File: src/rtl/bcd_updown_display.sv
// Debounced three-button BCD up/down counter driving a multiplexed
// common-anode 7-segment display, with a parallel registered BCD output.

module bcd_btn_db #(
    parameter int DB_CYCLES = 1000000
) (
    input  logic clk,
    input  logic rst_n,
    input  logic btn_i,
    output logic press_o
);
    localparam int CW = $clog2(DB_CYCLES);

    logic          sync1_q, sync2_q, stable_q, stable_dly_q;
    logic [CW-1:0] cnt_q;

    always_ff @(posedge clk or negedge rst_n) begin
        if (!rst_n) begin
            sync1_q      <= 1'b0;
            sync2_q      <= 1'b0;
            stable_q     <= 1'b0;
            stable_dly_q <= 1'b0;
            cnt_q        <= '0;
        end else begin
            sync1_q      <= btn_i;
            sync2_q      <= sync1_q;
            stable_dly_q <= stable_q;
            if (sync2_q != stable_q) begin
                if (cnt_q == CW'(DB_CYCLES - 1)) begin
                    stable_q <= sync2_q;
                    cnt_q    <= '0;
                end else begin
                    cnt_q <= cnt_q + CW'(1);
                end
            end else begin
                cnt_q <= '0;
            end
        end
    end

    assign press_o = stable_q & ~stable_dly_q;
endmodule

module bcd_updown_display #(
    parameter int DIGITS      = 4,
    parameter int DB_CYCLES   = 1000000,
    parameter int SCAN_CYCLES = 25000,
    parameter int WRAP        = 1,
    parameter int LZ_BLANK    = 0
) (
    input  logic                  Clk100Mhz,
    input  logic                  rst_n,
    input  logic                  btnU,
    input  logic                  btnD,
    input  logic                  btnS,
    output logic [7:0]            seg,
    output logic [DIGITS-1:0]     an,
    output logic [4*DIGITS-1:0]   count
);
    localparam int SW = $clog2(SCAN_CYCLES);
    localparam int IW = (DIGITS > 1) ? $clog2(DIGITS) : 1;

    function automatic logic [7:0] seg7(input logic [3:0] d);
        case (d)
            4'd0:    seg7 = 8'hC0;
            4'd1:    seg7 = 8'hF9;
            4'd2:    seg7 = 8'hA4;
            4'd3:    seg7 = 8'hB0;
            4'd4:    seg7 = 8'h99;
            4'd5:    seg7 = 8'h92;
            4'd6:    seg7 = 8'h82;
            4'd7:    seg7 = 8'hF8;
            4'd8:    seg7 = 8'h80;
            4'd9:    seg7 = 8'h90;
            default: seg7 = 8'hFF;
        endcase
    endfunction

    // press[0]=up, press[1]=down, press[2]=clear
    logic [2:0] btn_raw, press;
    assign btn_raw = {btnS, btnD, btnU};

    bcd_btn_db #(.DB_CYCLES(DB_CYCLES)) u_db [2:0] (
        .clk     (Clk100Mhz),
        .rst_n   (rst_n),
        .btn_i   (btn_raw),
        .press_o (press)
    );

    logic [DIGITS-1:0][3:0] cnt_q, cnt_d, inc_v, dec_v;
    logic                   all9, all0;

    always_comb begin
        inc_v = cnt_q;
        dec_v = cnt_q;
        all9  = 1'b1;
        all0  = 1'b1;
        // all9/all0 double as the ripple carry/borrow into digit i
        for (int i = 0; i < DIGITS; i++) begin
            if (all9) inc_v[i] = (cnt_q[i] == 4'd9) ? 4'd0 : cnt_q[i] + 4'd1;
            if (all0) dec_v[i] = (cnt_q[i] == 4'd0) ? 4'd9 : cnt_q[i] - 4'd1;
            all9 = all9 && (cnt_q[i] == 4'd9);
            all0 = all0 && (cnt_q[i] == 4'd0);
        end

        cnt_d = cnt_q;
        if (press[2]) begin
            cnt_d = '0;
        end else if (press[0] && !press[1]) begin
            if (!(all9 && WRAP == 0)) cnt_d = inc_v;
        end else if (press[1] && !press[0]) begin
            if (!(all0 && WRAP == 0)) cnt_d = dec_v;
        end
    end

    logic [SW-1:0]     presc_q, presc_d;
    logic [IW-1:0]     idx_q, idx_d;
    logic [DIGITS-1:0] an_q, an_d, blank;
    logic [7:0]        seg_q, seg_d;
    logic              slot_end, hi_zero;

    always_comb begin
        blank   = '0;
        hi_zero = 1'b1;
        for (int i = DIGITS - 1; i > 0; i--) begin
            hi_zero  = hi_zero && (cnt_q[i] == 4'd0);
            blank[i] = (LZ_BLANK != 0) && hi_zero;
        end

        slot_end = (presc_q == SW'(SCAN_CYCLES - 1));
        presc_d  = presc_q + SW'(1);
        idx_d    = idx_q;
        an_d     = an_q;
        seg_d    = seg_q;
        // anode and segments latch together at the slot boundary
        if (slot_end) begin
            presc_d = '0;
            idx_d   = (idx_q == IW'(DIGITS - 1)) ? '0 : idx_q + IW'(1);
            an_d    = ~(DIGITS'(1) << idx_d);
            seg_d   = blank[idx_d] ? 8'hFF : seg7(cnt_q[idx_d]);
        end
    end

    always_ff @(posedge Clk100Mhz or negedge rst_n) begin
        if (!rst_n) begin
            cnt_q   <= '0;
            presc_q <= '0;
            idx_q   <= '0;
            an_q    <= ~DIGITS'(1);
            seg_q   <= 8'hC0;
        end else begin
            cnt_q   <= cnt_d;
            presc_q <= presc_d;
            idx_q   <= idx_d;
            an_q    <= an_d;
            seg_q   <= seg_d;
        end
    end

    assign seg   = seg_q;
    assign an    = an_q;
    assign count = cnt_q;
endmodule
File: config.mk
export PLATFORM = sky130hd
export DESIGN_NAME = bcd_updown_display
export DESIGN_NICKNAME = d
export VERILOG_FILES = /design/src/rtl/bcd_updown_display.sv
export SDC_FILE = /design/constraint.sdc
export NUM_CORES = 1
export LEC_CHECK = 0
export CORE_MARGIN = 3
export CORE_UTILIZATION = 65
export DETAILED_ROUTE_END_ITERATION = 16
export GPL_TIMING_DRIVEN = 0
export PLACE_DENSITY = 0.87
export SLEW_MARGIN = 30
export SYNTH_ARGS = -nofsm -noshare
export SYNTH_HDL_FRONTEND = slang
export SYNTH_SLANG_ARGS = --single-unit
File: constraint.sdc
create_clock -name Clk100Mhz -period 5.7 [get_ports Clk100Mhz]
set_input_delay 0.855 -clock Clk100Mhz [delete_from_list [all_inputs] [get_ports Clk100Mhz]]
set_output_delay 0.855 -clock Clk100Mhz [all_outputs]
set_load 0.05 [all_outputs]
==> results of run 1 <==
[routing by layer]
layer	track usage [%]	wire length, µm	share of wire [%]
met1	33.79	6028	42
met2	45.77	7311	51
met5	0	0	0
met3	6.430	747	5.2
met4	8.997	259	1.8
[layout by cell type (no fill, tap or decap), drive strengths merged, types with 5 or more instances in the layout]
cell type      instances
clkinv                 8
and2                   5
o31ai                  5
nor2                  72
and3                   8
nand2b                 7
inv                   27
clkbuf                42
dfrtp                112
xnor2                 31
or3                   20
ha                    26
or4                    8
and4                   5
nand4                 21
nand2                 50
a21oi                 39
nor4                  12
o21ai                 38
nand4b                 5
nand3                 29
nor4b                  7
nor3                  15
clkdlybuf4s50         30
mux2                   7
buf                    9
xor2                  25
nor2b                  6
[kinds of logic after synthesis]
logic type,after synthesis,synth area share [%]
AO/OA/AOI/OAI,121,11.91
multiplexers,13,2.949
AND/OR/NAND/NOR,283,23.52
XOR/XNOR,56,7.656
adder cells (fa/ha/maj),26,5.078
other,1,0.05854
flip-flops,116,45.39
buffers and inverters,56,3.437
[area by class of cell]
class                   instances  area (µm²)
plain buffers                  29       118.9
repair buffers                 32       342.8
clock inverters                12       133.9
fillers                       583        1946
well taps                     129       161.4
clock buffers                  20       425.4
flip-flops and latches        116        2908
inverters                      27       101.3
multi-input cells             500        3278
[worst max-delay path by stage]
stage | start | endpoint | slack (ns)
2_1_floorplan | idx_q[0] | seg[2] | 3.45
3_3_place_gp | rst_n | u_db[0].cnt_q[11] | -0.47
3_5_place_dp | u_db[0].stable_q | count[15] | 2.94
4_1_cts | count[8] | count[8] | 2.88
5_1_grt | u_db[0].stable_q | count[15] | 2.68
6_report | u_db[0].stable_q | count[15] | 2.80
[flip-flops by register name, summed over array words and instances, names as in the netlist]
name               count
idx_q                  2
u_db.stable_dly_q      3
u_db.sync2_q           3
count                 16
an                     4
u_db.sync1_q           3
u_db.cnt_q            60
u_db.stable_q          3
seg                    7
presc_q               15
[per-stage QoR]
step | cell area (µm²) | hold WS, ns
4_1_cts | 7470 | 0.2569
3_3_place_gp | 6878 | 0.3367
6_report | 7470 | 0.2446
5_1_grt | 7470 | 0.2612
3_5_place_dp | 6910 | 0.3347
2_1_floorplan | 6406 | 0.3312
[critical path, delay by kind of cell (launching register included)]
kind                       cells  cell delay (ns)
buffers and inverters          3             1.39
AOI/OAI and AO/OA              2             0.52
DFF                            1             0.40
adders and majority gates      1             0.30
and+or+nand+nor                1             0.18
[power by group through the flow]
stage	Clock (µW)	Combinational, µW	Sequential, µW
detailed placement	0	44.9	852
CTS	1020	45.2	838
global placement	0	40.7	852
floorplan	0	18.8	851
global route	1060	50.6	838
finish	1010	43.9	838
==> summary.md, run 1 <==
| Metric | Value |
|---|---|
| Fin cells | 865 |
| Post-synth EDFFs | 0 |
| Final Util | 79.34% |
| Final period utilization | 50.83% |
| H-Tree Level Count | 4 |
| Proportion of power drawn by the clock network | 53.5% |
| Clock root cell | clkbuf_8 |
| Critical path data required time | 6.09 ns |
| RSZ-0062 raised after global routing | false |
| First DRT Iteration DRCs | 339 |
| Post-CTS Setup Bufs | 0 |
| Total Power | 1897 µW |
| Antenna Cells | 0 |
| Relative slew slack | 49.07% |
| Die Wd | 105.3 µm |
| First-pass GRT wire length | 24470 µm |
| Startpoint types | flip-flop |
| Port Buf Inserts | 31 |
| Num ports | 33 |
| Max Fclk | 0.3451 GHz |
| Max-cap violation count | 0 |
| Skew final | 0.01101 ns |
| Pwr/cell area | 253.9 nW/µm² |
| Area contributors post-synth | dfrtp_1 44%, ha_1 5.1%, xnor2_1 4.2% |
| Crit-path max FO | 10 |
| Worst Tran Pin Value | 0.7576 ns |
| DR pass1 iterations | 5 |
| Total CTS buffers | 17 |
| Clk Latency, worst-skew pair | 0.52 ns |
| # rows | 35 |
| Count of cell types in the netlist | 74 |
| Hold Crit Class | input pin to asynchronous set/reset pin |
| Switch Pwr | 430.3 µW |
| Async SR Flop Fraction | 100.0% |
| CTS Hold Bufs | 0 |
| Critical Path Slowest Stage Cell | clkbuf_1 |
| Max Slew Vio Count | 0 |
| Setup WS pre-CTS | 2.943 ns |
| HPWL Detailed | 9512 µm |
| Nets | 754 |
| CP Data Arrival Time | 3.29 ns |
| Final WL | 14350 µm |
| RR Startpoint | u_db[0].stable_q |
| Status | complete, no violations |
| Worst-path clk slew | 0.06 ns |
| Tmin final | 2.897 ns |
| Sequential fraction of the synthesis area | 45.39% |
| Maximum vdd drop | 0.2002 mV |
| P&R area growth vs syn | 16.60% |
| List of most frequent post-synthesis cells | 112 x dfrtp_1, 72 x nor2_1, 50 x nand2_1 |
| Routed via count | 5355 |
| Yosys reg bits | 116 |
| Final setup margin | 2.803 ns |
| Final Wtd Congestion | 0.9382 |
| Worst path max stage delay | 0.48 ns |
| Top cell by count, worst path | buf_1 |
| DRC | 0 |
| Critical path class | flip-flop to flip-flop |
| CTS resizes | 0 |
| Gr usage total | 26.90% |
| Dominant synthesized flop cell | dfrtp_1 |
| Cell count after synthesis | 672 |
| Int Power | 1466 µW |
| Starting Density | 68.04% |
| Combinational Power Share | 2.3% |
| Initial antenna violation count | 0 |
| Number of setup violations in the final report | 0 |
| Layout cells sized above 1 | 8.288% |
| Die height | 105.3 µm |
| Antenna-violating nets left | 0 |
| Most frequent cell after synthesis | dfrtp_1 |
| Vias in the first global route | 5265 |
| Capturing point of the worst reg2reg path | count[15] |
| R2R cell count | 7 |
| Placed Cells incl. Taps | 833 |
| Synth warn | 0 |
| CP endpoint kind | flip-flop |
| Post-Syn Area | 6406 µm² |
| Sw frac | 22.69% |
| Clock sinks | 116 |
| Largest net degree at the start of global routing | 63 |
| Synthesized area per cell | 9.533 µm² |
| Clock Path Buffers | 2 |
| Wire per inst | 16.58 µm |
| Syn nets | 703 |
| Total gr overflow | 0 |
| Leak | 0.003043 µW |
| Final hold vios | 0 |
| Die ar. | 11080 µm² |
| Core area | 9415 µm² |
| CTS tree | built |
| Synth area leader | dfrtp_1 |
| Crit path cell chain | nor2b_1, ha_1, buf_1, clkbuf_1, buf_1, o221ai_1, a41o_1 |
| FF-to-FF setup slack | 2.80 ns |
| Flop pwr share | 44.2% |
| Via-to-Cell Ratio | 6.191 |
| Setup_tns | 0 ns |
| Share of Yosys cell area claimed by the top area cell type | 43.75% |
(Power assumes the default switching activity.)
==> run 2, diff against run 1 <==
--- a/config.mk
+++ b/config.mk
@@ -6,10 +6,10 @@
 export NUM_CORES = 1
 export LEC_CHECK = 0
 export CORE_MARGIN = 3
-export CORE_UTILIZATION = 65
+export CORE_UTILIZATION = 61
 export DETAILED_ROUTE_END_ITERATION = 16
 export GPL_TIMING_DRIVEN = 0
-export PLACE_DENSITY = 0.87
+export PLACE_DENSITY = 0.83
 export SLEW_MARGIN = 30
 export SYNTH_ARGS = -nofsm -noshare
 export SYNTH_HDL_FRONTEND = slang
==> constraint.sdc (replaced) <==
create_clock -name Clk100Mhz -period 2.7 [get_ports Clk100Mhz]
set_input_delay 0.405 -clock Clk100Mhz [delete_from_list [all_inputs] [get_ports Clk100Mhz]]
set_output_delay 0.405 -clock Clk100Mhz [all_outputs]
set_load 0.05 [all_outputs]
==> summary.md, run 2 (synthesis gave the netlist of run 1 again) <==
| Metric | Value |
|---|---|
| Status | complete, no violations |
| Total CTS buffers | 17 |
| Wire per inst | 15.78 µm |
| Antenna-violating nets left | 0 |
| # rows | 36 |
| Layout cells sized above 1 | 8.955% |
| Die ar. | 11770 µm² |
| Switch Pwr | 868.3 µW |
| CP endpoint kind | flip-flop |
| Antenna Cells | 0 |
| Hold WS | 0.3279 ns |
| Maximum vdd drop | 0.5333 mV |
| Buf/Inv on CP | 3 |
| Final Util | 75.84% |
| H-Tree Level Count | 4 |
| Max-cap violation count | 0 |
| Reg with most FFs | u_db.cnt_q |
| Worst path max stage delay | 0.41 ns |
| Startpoint types | flip-flop |
| First-pass GRT wire length | 23360 µm |
| Relative slew slack | 49.19% |
| DR pass1 iterations | 5 |
| Setup_tns | 0 ns |
| Final WL | 13730 µm |
| Critical Path Slowest Stage Cell | ha_1 |
| Worst Tran Pin Value | 0.7558 ns |
| Gr usage total | 24.96% |
| RSZ-0062 raised after global routing | false |
| Post-CTS Setup Bufs | 0 |
| Max Fclk | 0.3961 GHz |
| Commonest cells after routing, fill and taps aside | 112 x dfrtp_1, 72 x nor2_1, 50 x nand2_1 |
| Die Wd | 108.5 µm |
| Clock Path Buffers | 2 |
| Clock sinks | 116 |
| Tmin final | 2.524 ns |
| Core area | 10000 µm² |
| Num ports | 33 |
| Proportion of power drawn by the clock network | 56.8% |
| Die height | 108.5 µm |
| Crit path cell chain | buf_2, inv_1, ha_1, mux4_2, clkbuf_1, o21ai_1, o311ai_0, o21a_1 |
| CP top delay family | compound AO/OA/AOI/OAI gates |
| P&R area growth vs syn | 18.38% |
| Total gr overflow | 0 |
| Routed via count | 5230 |
| Max Slew Vio Count | 0 |
| CP Data Arrival Time | 2.93 ns |
| Largest net degree at the start of global routing | 72 |
| Leak | 0.003100 µW |
| Crit-path max FO | 10 |
| Initial antenna violation count | 0 |
| Vias in the first global route | 5166 |
| Critical path class | flip-flop to flip-flop |
| Max FFs per register | 60 |
| Sw frac | 20.12% |
| HPWL Detailed | 9255 µm |
| Port Buf Inserts | 31 |
| Flop pwr share | 41.0% |
| Nets | 755 |
| Starting Density | 64.06% |
| Critical path data required time | 3.10 ns |
| Clk Latency, worst-skew pair | 0.52 ns |
| Int Power | 3448 µW |
| Via-to-Cell Ratio | 6.011 |
| Hold Crit Class | input pin to flip-flop |
| Number of setup violations in the final report | 0 |
| Final Instance Area | 7584 µm² |
| DRC | 0 |
| Skew final | 0.01338 ns |
| Combinational Power Share | 2.2% |
| Commonest non-fill, non-tap cell in the layout | dfrtp_1 |
| First DRT Iteration DRCs | 439 |
| Clock root cell | clkbuf_8 |
| Worst-path clk slew | 0.06 ns |
| Final Wtd Congestion | 0.9094 |
| Area of placed instances | 6915 µm² |
| CTS tree | built |
| Final hold vios | 0 |
| Final period utilization | 93.49% |
| Pwr/cell area | 569.1 nW/µm² |
[run 2: changes by cell type in the layout (fill, tap and decap cells not counted)]
cell	change
bufinv_16	+3
clkbuf_1	-3
clkbuf_8	+3
clkinv_4	-3
buf_1	-2
buf_2	+1
clkbuf_2	+1
clkinv_2	-1
clkinvlp_4	+1
dlygate4sd3_1	+1
o21ai_0	-1
o21ai_1	+1
[run 2: per-stage QoR]
stage | worst slack [ns] | total power [µW] | std cells
final | 0.1757 | 4316 | 870
after global routing | 0.004677 | 4441 | 870
after CTS | 0.05989 | 4348 | 870
after detailed placement | -0.06422 | 1892 | 837
after global placement | -3.091 | 1885 | 836
after floorplan | 0.4506 | 1835 | 672
[run 2: timing repair]
action / 4_1_cts / 5_1_grt
hold buffers: 1 / 0
cloned: 0 / 0
endpoints found under the hold margin: 41 / 0
resized for setup: 1 / 2
setup endpoints to repair: 1 / 5
[run 2: cell type report]
| cell class | instances | area (µm²) |
|---|---|---|
| multi-input combinational | 500 | 3278 |
| sequential | 116 | 2908 |
| fill | 708 | 2416 |
| clock buffer | 20 | 455.4 |
| timing repair buffer | 33 | 352.8 |
| clock inverter | 12 | 200.2 |
| tap | 133 | 166.4 |
| buffer | 29 | 121.4 |
| inverter | 27 | 101.3 |
[run 2: routing by layer]
| metal | vias up | GRT usage (%) | part of all wire, % |
|---|---|---|---|
| li1 | 2521 | - | - |
| met4 | 0 | 10.10 | 1.2 |
| met2 | 158 | 41.17 | 50 |
| met1 | 2532 | 31.94 | 44 |
| met5 | - | 0 | 0 |
| met3 | 19 | 5.612 | 4.8 |
[run 2: final timing paths]
path                                  from                 to  slack, ns  cells past startpoint
setup / recovery                  idx_q[0]             seg[5]       0.18                      8
hold / removal                        btnS    u_db[2].sync1_q       0.33                      1
setup reg to reg                  idx_q[0]             seg[5]       0.18                      8
hold reg to reg            u_db[2].sync1_q    u_db[2].sync2_q       0.35                      0
max in group asynchronous            rst_n  u_db[0].cnt_q[13]       1.68                      3
min in group asynchronous            rst_n           count[5]       0.37                      2
[run 2: power groups by stage]
stage / clock network [µW] / logic, µW / registers (µW)
6_report: 2450 / 93.0 / 1770
2_1_floorplan: 0 / 39.6 / 1800
3_3_place_gp: 0 / 86.3 / 1800
5_1_grt: 2560 / 107 / 1770
4_1_cts: 2480 / 96.2 / 1770
3_5_place_dp: 0 / 93.8 / 1800
==> run 3, diff against run 2 <==
--- a/config.mk
+++ b/config.mk
@@ -9,7 +9,7 @@
 export CORE_UTILIZATION = 61
 export DETAILED_ROUTE_END_ITERATION = 16
 export GPL_TIMING_DRIVEN = 0
-export PLACE_DENSITY = 0.83
+export PLACE_DENSITY = 0.81
 export SLEW_MARGIN = 30
 export SYNTH_ARGS = -nofsm -noshare
 export SYNTH_HDL_FRONTEND = slang
==> summary.md, run 3 (synthesis gave the netlist of run 1 again) <==
| Metric | Value |
|---|---|
| Max-cap violation count | 0 |
| Max Slew Vio Count | 0 |
| Via-to-Cell Ratio | 6.065 |
| Wire per inst | 15.68 µm |
| Antenna-violating nets left | 0 |
| Maximum vdd drop | 0.5409 mV |
| Num ports | 33 |
| Largest net degree at the start of global routing | 68 |
| P&R area growth vs syn | 16.93% |
| DR pass1 iterations | 5 |
| Nets | 755 |
| FF-to-FF setup slack | 0.16 ns |
| Critical path data required time | 3.09 ns |
| Vias in the first global route | 5145 |
| Final period utilization | 93.97% |
| DRC | 0 |
| Total gr overflow | 0 |
| Area of placed instances | 6915 µm² |
| GR Util met3 | 4.896% |
| Final WL | 13600 µm |
| CP endpoint kind | flip-flop |
| Antenna Cells | 0 |
| Final hold vios | 0 |
| Worst Tran Pin Value | 0.7978 ns |
| Layout cells sized above 1 | 8.583% |
| Clock sinks | 116 |
| Routed via count | 5258 |
| Crit-path max FO | 10 |
| RSZ-0062 raised after global routing | false |
| Final Util | 74.91% |
| Hold WS | 0.3334 ns |
| Starting Density | 64.06% |
| Met2 GRT Util | 41.70% |
| Die height | 108.5 µm |
| Final Wtd Congestion | 0.9196 |
| HPWL Detailed | 9154 µm |
| First-pass GRT wire length | 23560 µm |
| Most Used Layer, Global Route | met2 |
| Relative slew slack | 46.37% |
| Die ar. | 11770 µm² |
| Reg with most FFs | u_db.cnt_q |
| Hold Crit Class | input pin to flip-flop |
| Critical path class | flip-flop to flip-flop |
| Setup WS pre-CTS | 0.01177 ns |
| Skew final | 0.005712 ns |
| CP Data Arrival Time | 2.93 ns |
| H-Tree Level Count | 4 |
| CTS tree | built |
| Leak | 0.003068 µW |
| # rows | 36 |
| First DRT Iteration DRCs | 257 |
| Max FFs per register | 60 |
| Status | complete, no violations |
| Gr usage total | 24.82% |
| Die Wd | 108.5 µm |
| Post-CTS Setup Bufs | 0 |
| Final setup margin | 0.1629 ns |
| Startpoint types | flip-flop |
| Pwr/cell area | 527.0 nW/µm² |
| Total Power | 3948 µW |
| Clock Path Buffers | 2 |
| Clk Latency, worst-skew pair | 0.51 ns |
| Clock root cell | clkbuf_8 |
| Port Buf Inserts | 31 |
| Total CTS buffers | 17 |
| Tmin final | 2.537 ns |
| Number of setup violations in the final report | 0 |
| Final Instance Area | 7491 µm² |
| Commonest non-fill, non-tap cell in the layout | dfrtp_1 |
| Max Fclk | 0.3942 GHz |
| Worst-path clk slew | 0.05 ns |
| Commonest cells after routing, fill and taps aside | 112 x dfrtp_1, 72 x nor2_1, 50 x nand2_1 |
| Initial antenna violation count | 0 |
| Core area | 10000 µm² |
| GR Layer Usage met1 | 32.00% |
run 3: worst max-delay path: stages, from the launching register on:
cell	delay, ns
dfrtp_1	0.39
nor2b_1	0.23
ha_1	0.28
buf_1	0.41
and4b_1	0.34
nand4_1	0.21
nand2_1	0.21
mux2_2	0.35
run 3: path summary, 6_finish.rpt:
path,from,end,cells past startpoint
min in group asynchronous,rst_n,count[5],2
setup / recovery,u_db[0].stable_q,count[14],7
hold / removal,btnS,u_db[2].sync1_q,1
hold reg to reg,u_db[1].sync1_q,u_db[1].sync2_q,0
max in group asynchronous,rst_n,u_db[1].cnt_q[8],3
setup reg to reg,u_db[0].stable_q,count[14],7
run 3: where the power goes:
| part | internal (µW) | total, µW | switching (µW) |
|---|---|---|---|
| combinational | 26.8 | 93.4 | 66.6 |
| clock | 1370 | 2080 | 715 |
| sequential | 1760 | 1770 | 13.2 |
run 3: final cells by class:
| cell class | instances | area [µm²] |
|---|---|---|
| plain buffers | 29 | 121.4 |
| fillers | 658 | 2509 |
| clock buffers | 25 | 514.2 |
| repair buffers | 33 | 352.8 |
| inverters | 27 | 101.3 |
| well taps | 133 | 166.4 |
| flip-flops and latches | 116 | 2908 |
| clock inverters | 4 | 45.04 |
| multi-input cells | 500 | 3282 |
run 3: repair_timing:
action | CTS | global route
hold buffers | 1 | 0
endpoints found under the setup margin | 2 | 7
gates resized for setup | 1 | 4
pin swaps | 0 | 0
endpoints found under the hold margin | 45 | 0
run 3: through the flow:
stage / setup TNS [ns] / std cells
after floorplan: 0 / 672
after global placement: -346.29 / 836
after detailed placement: 0 / 837
after CTS: 0 / 867
after global routing: 0 / 867
final: 0 / 867
run 3: layer usage:
| metal | share of wire, % | routed length (µm) |
|---|---|---|
| met5 | 0 | 0 |
| met2 | 49 | 6664 |
| met4 | 1.6 | 221 |
| met3 | 6.0 | 818 |
| met1 | 43 | 5893 |
==> patch (config.mk and constraints of run 3) <==
Change the parameter `WRAP` from 1 to 0.
--- a/src/rtl/bcd_updown_display.sv
+++ b/src/rtl/bcd_updown_display.sv
@@ -45,7 +45,7 @@
     parameter int DIGITS      = 4,
     parameter int DB_CYCLES   = 1000000,
     parameter int SCAN_CYCLES = 25000,
-    parameter int WRAP        = 1,
+    parameter int WRAP        = 0,
     parameter int LZ_BLANK    = 0
 ) (
     input  logic                  Clk100Mhz,
Behaviour: no difference found for any inputs over 10 cycles, from zero or initial values and one cycle with rst_n low; that may be too few to reach the edited logic, so the function may still have changed.
==> patch against run 3 <==
Setup slack worse by 0.049 ns; routed wire length is 1.5% lower; die area down 3.5%; sequential cell count did not move; global-route usage up 0.27 points; hold slack got worse by 0.0028 ns; total power grew 3.2%; critical path depth grew 2; core utilization is 0.078 points lower; via count decreased by 4.6%; sequential power about the same; area after synthesis shrank 3.7%; cell area down 1.9%; largest power group unchanged.
==> patch: results <==
set metrics [dict create \
    yosysSeqAreaShare 0.4716 \
    layout-drive-gt1-share 0.1001 \
    grt_first_pass_wirelength_mm 22.98 \
    syn_nets 669 \
    drtIter0Drc 259 \
    reg2reg_depth 9 \
    num_antenna_cells 0 \
    slew_headroom 0.4776 \
    synthTopCellsByArea "dfrtp_1, nor2_1, xor2_1" \
    placed_cell_area_sq_um 6675 \
    synth.distinct_cells 57 \
    grt_pass1_vias 5031 \
    grt_max_degree 67 \
    via_per_inst 5.887 \
    fin_skew_ns 0.007005 \
    r2r-end "count[7]" \
    arrival_ns 3.01 \
    nFillCells 650 \
    status "finished, final reports clean" \
    yosys-top-cells-count "dfrtp_1, nor2_1, nand2_1" \
    place_congestion 0.9207 \
    dp_slack_ns -0.09573 \
    wl_per_cell_um 15.72 \
    nets 726 \
    p_leak_uw 0.003085 \
    worst-r2r-setup-slack_ns 0.11 \
    firstDrtPassIters 7 \
    dp_hpwl_mm 8.877 \
    async_flop_share 1.000 \
    io_buffers 31 \
    vdd_drop_max_mv 0.5368 \
]
==> patch: report_power, final <==
group	switching (uW)	internal, uW
combinational	64.8	27.7
clock	767	1440
sequential	13.8	1760
==> patch: per-stage QoR <==
step	setup TNS, ns	hold slack [ns]	instances
global placement	-350.27	0.3329	813
finish	0	0.3306	852
global route	0	0.3166	852
detailed placement	-0.6928	0.3340	814
floorplan	0	0.1094	649
CTS	0	0.3174	850
==> patch: cell families (layout without fill, tap and decap cells) <==
family	after synthesis	in the layout	synth area share
buf+inv	57	127	0.03977
simple gates	289	289	0.2409
xor+xnor	70	70	0.09943
compound gates	93	93	0.09558
other cells	1	1	0.0006082
mux	8	8	0.02171
fa+ha+maj	15	15	0.03044
flops	116	116	0.4716
==> patch: worst max-delay path, cell delays in order, from the launching register on <==
cell and delay, ns:
dfrtp_1 0.40, nor2b_1 0.15, ha_2 0.22, or4_4 0.43, or4_4 0.54, a21boi_4 0.19
buf_6 0.17, buf_8 0.13, o21ai_0 0.08, a21oi_1 0.18
==> patch: final cells by class <==
class,instances,area [sq um],area share
buffer,33,157.7,0.02145
inverter,24,90.09,0.01226
tap,133,166.4,0.02265
timing repair buffer,38,390.4,0.05312
multi-input combinational,476,3053,0.4155
sequential,116,2908,0.3957
clock inverter,10,130.1,0.01771
clock buffer,22,452.9,0.06164
==> patch: worst max path at each step <==
stage / endpoint / slack (ns) / cells after the start
after floorplan: count[1] / 0.13 / 7
after global placement: u_db[0].cnt_q[10] / -3.07 / 1
after detailed placement: count[7] / -0.1 / 9
after CTS: count[15] / 0.06 / 7
after global routing: count[6] / 0.01 / 9
final: count[7] / 0.11 / 9
==> patch: timing repair <==
action	in CTS	in global routing
endpoints found under the setup margin	12	16
pin swaps	2	1
resized for setup	2	7
setup buffers	3	2
hold buffers	1	0
endpoints found under the hold margin	46	0
==> patch: layer usage <==
metal	wire length (um)	vias to the layer above	global-route usage	share of wire
met1	5607	2455	0.3088	0.42
met2	6846	167	0.4412	0.51
met3	756	28	0.05343	0.056
li1	-	2366	-	-
met4	185	0	0.08128	0.014
met5	0	-	0	0
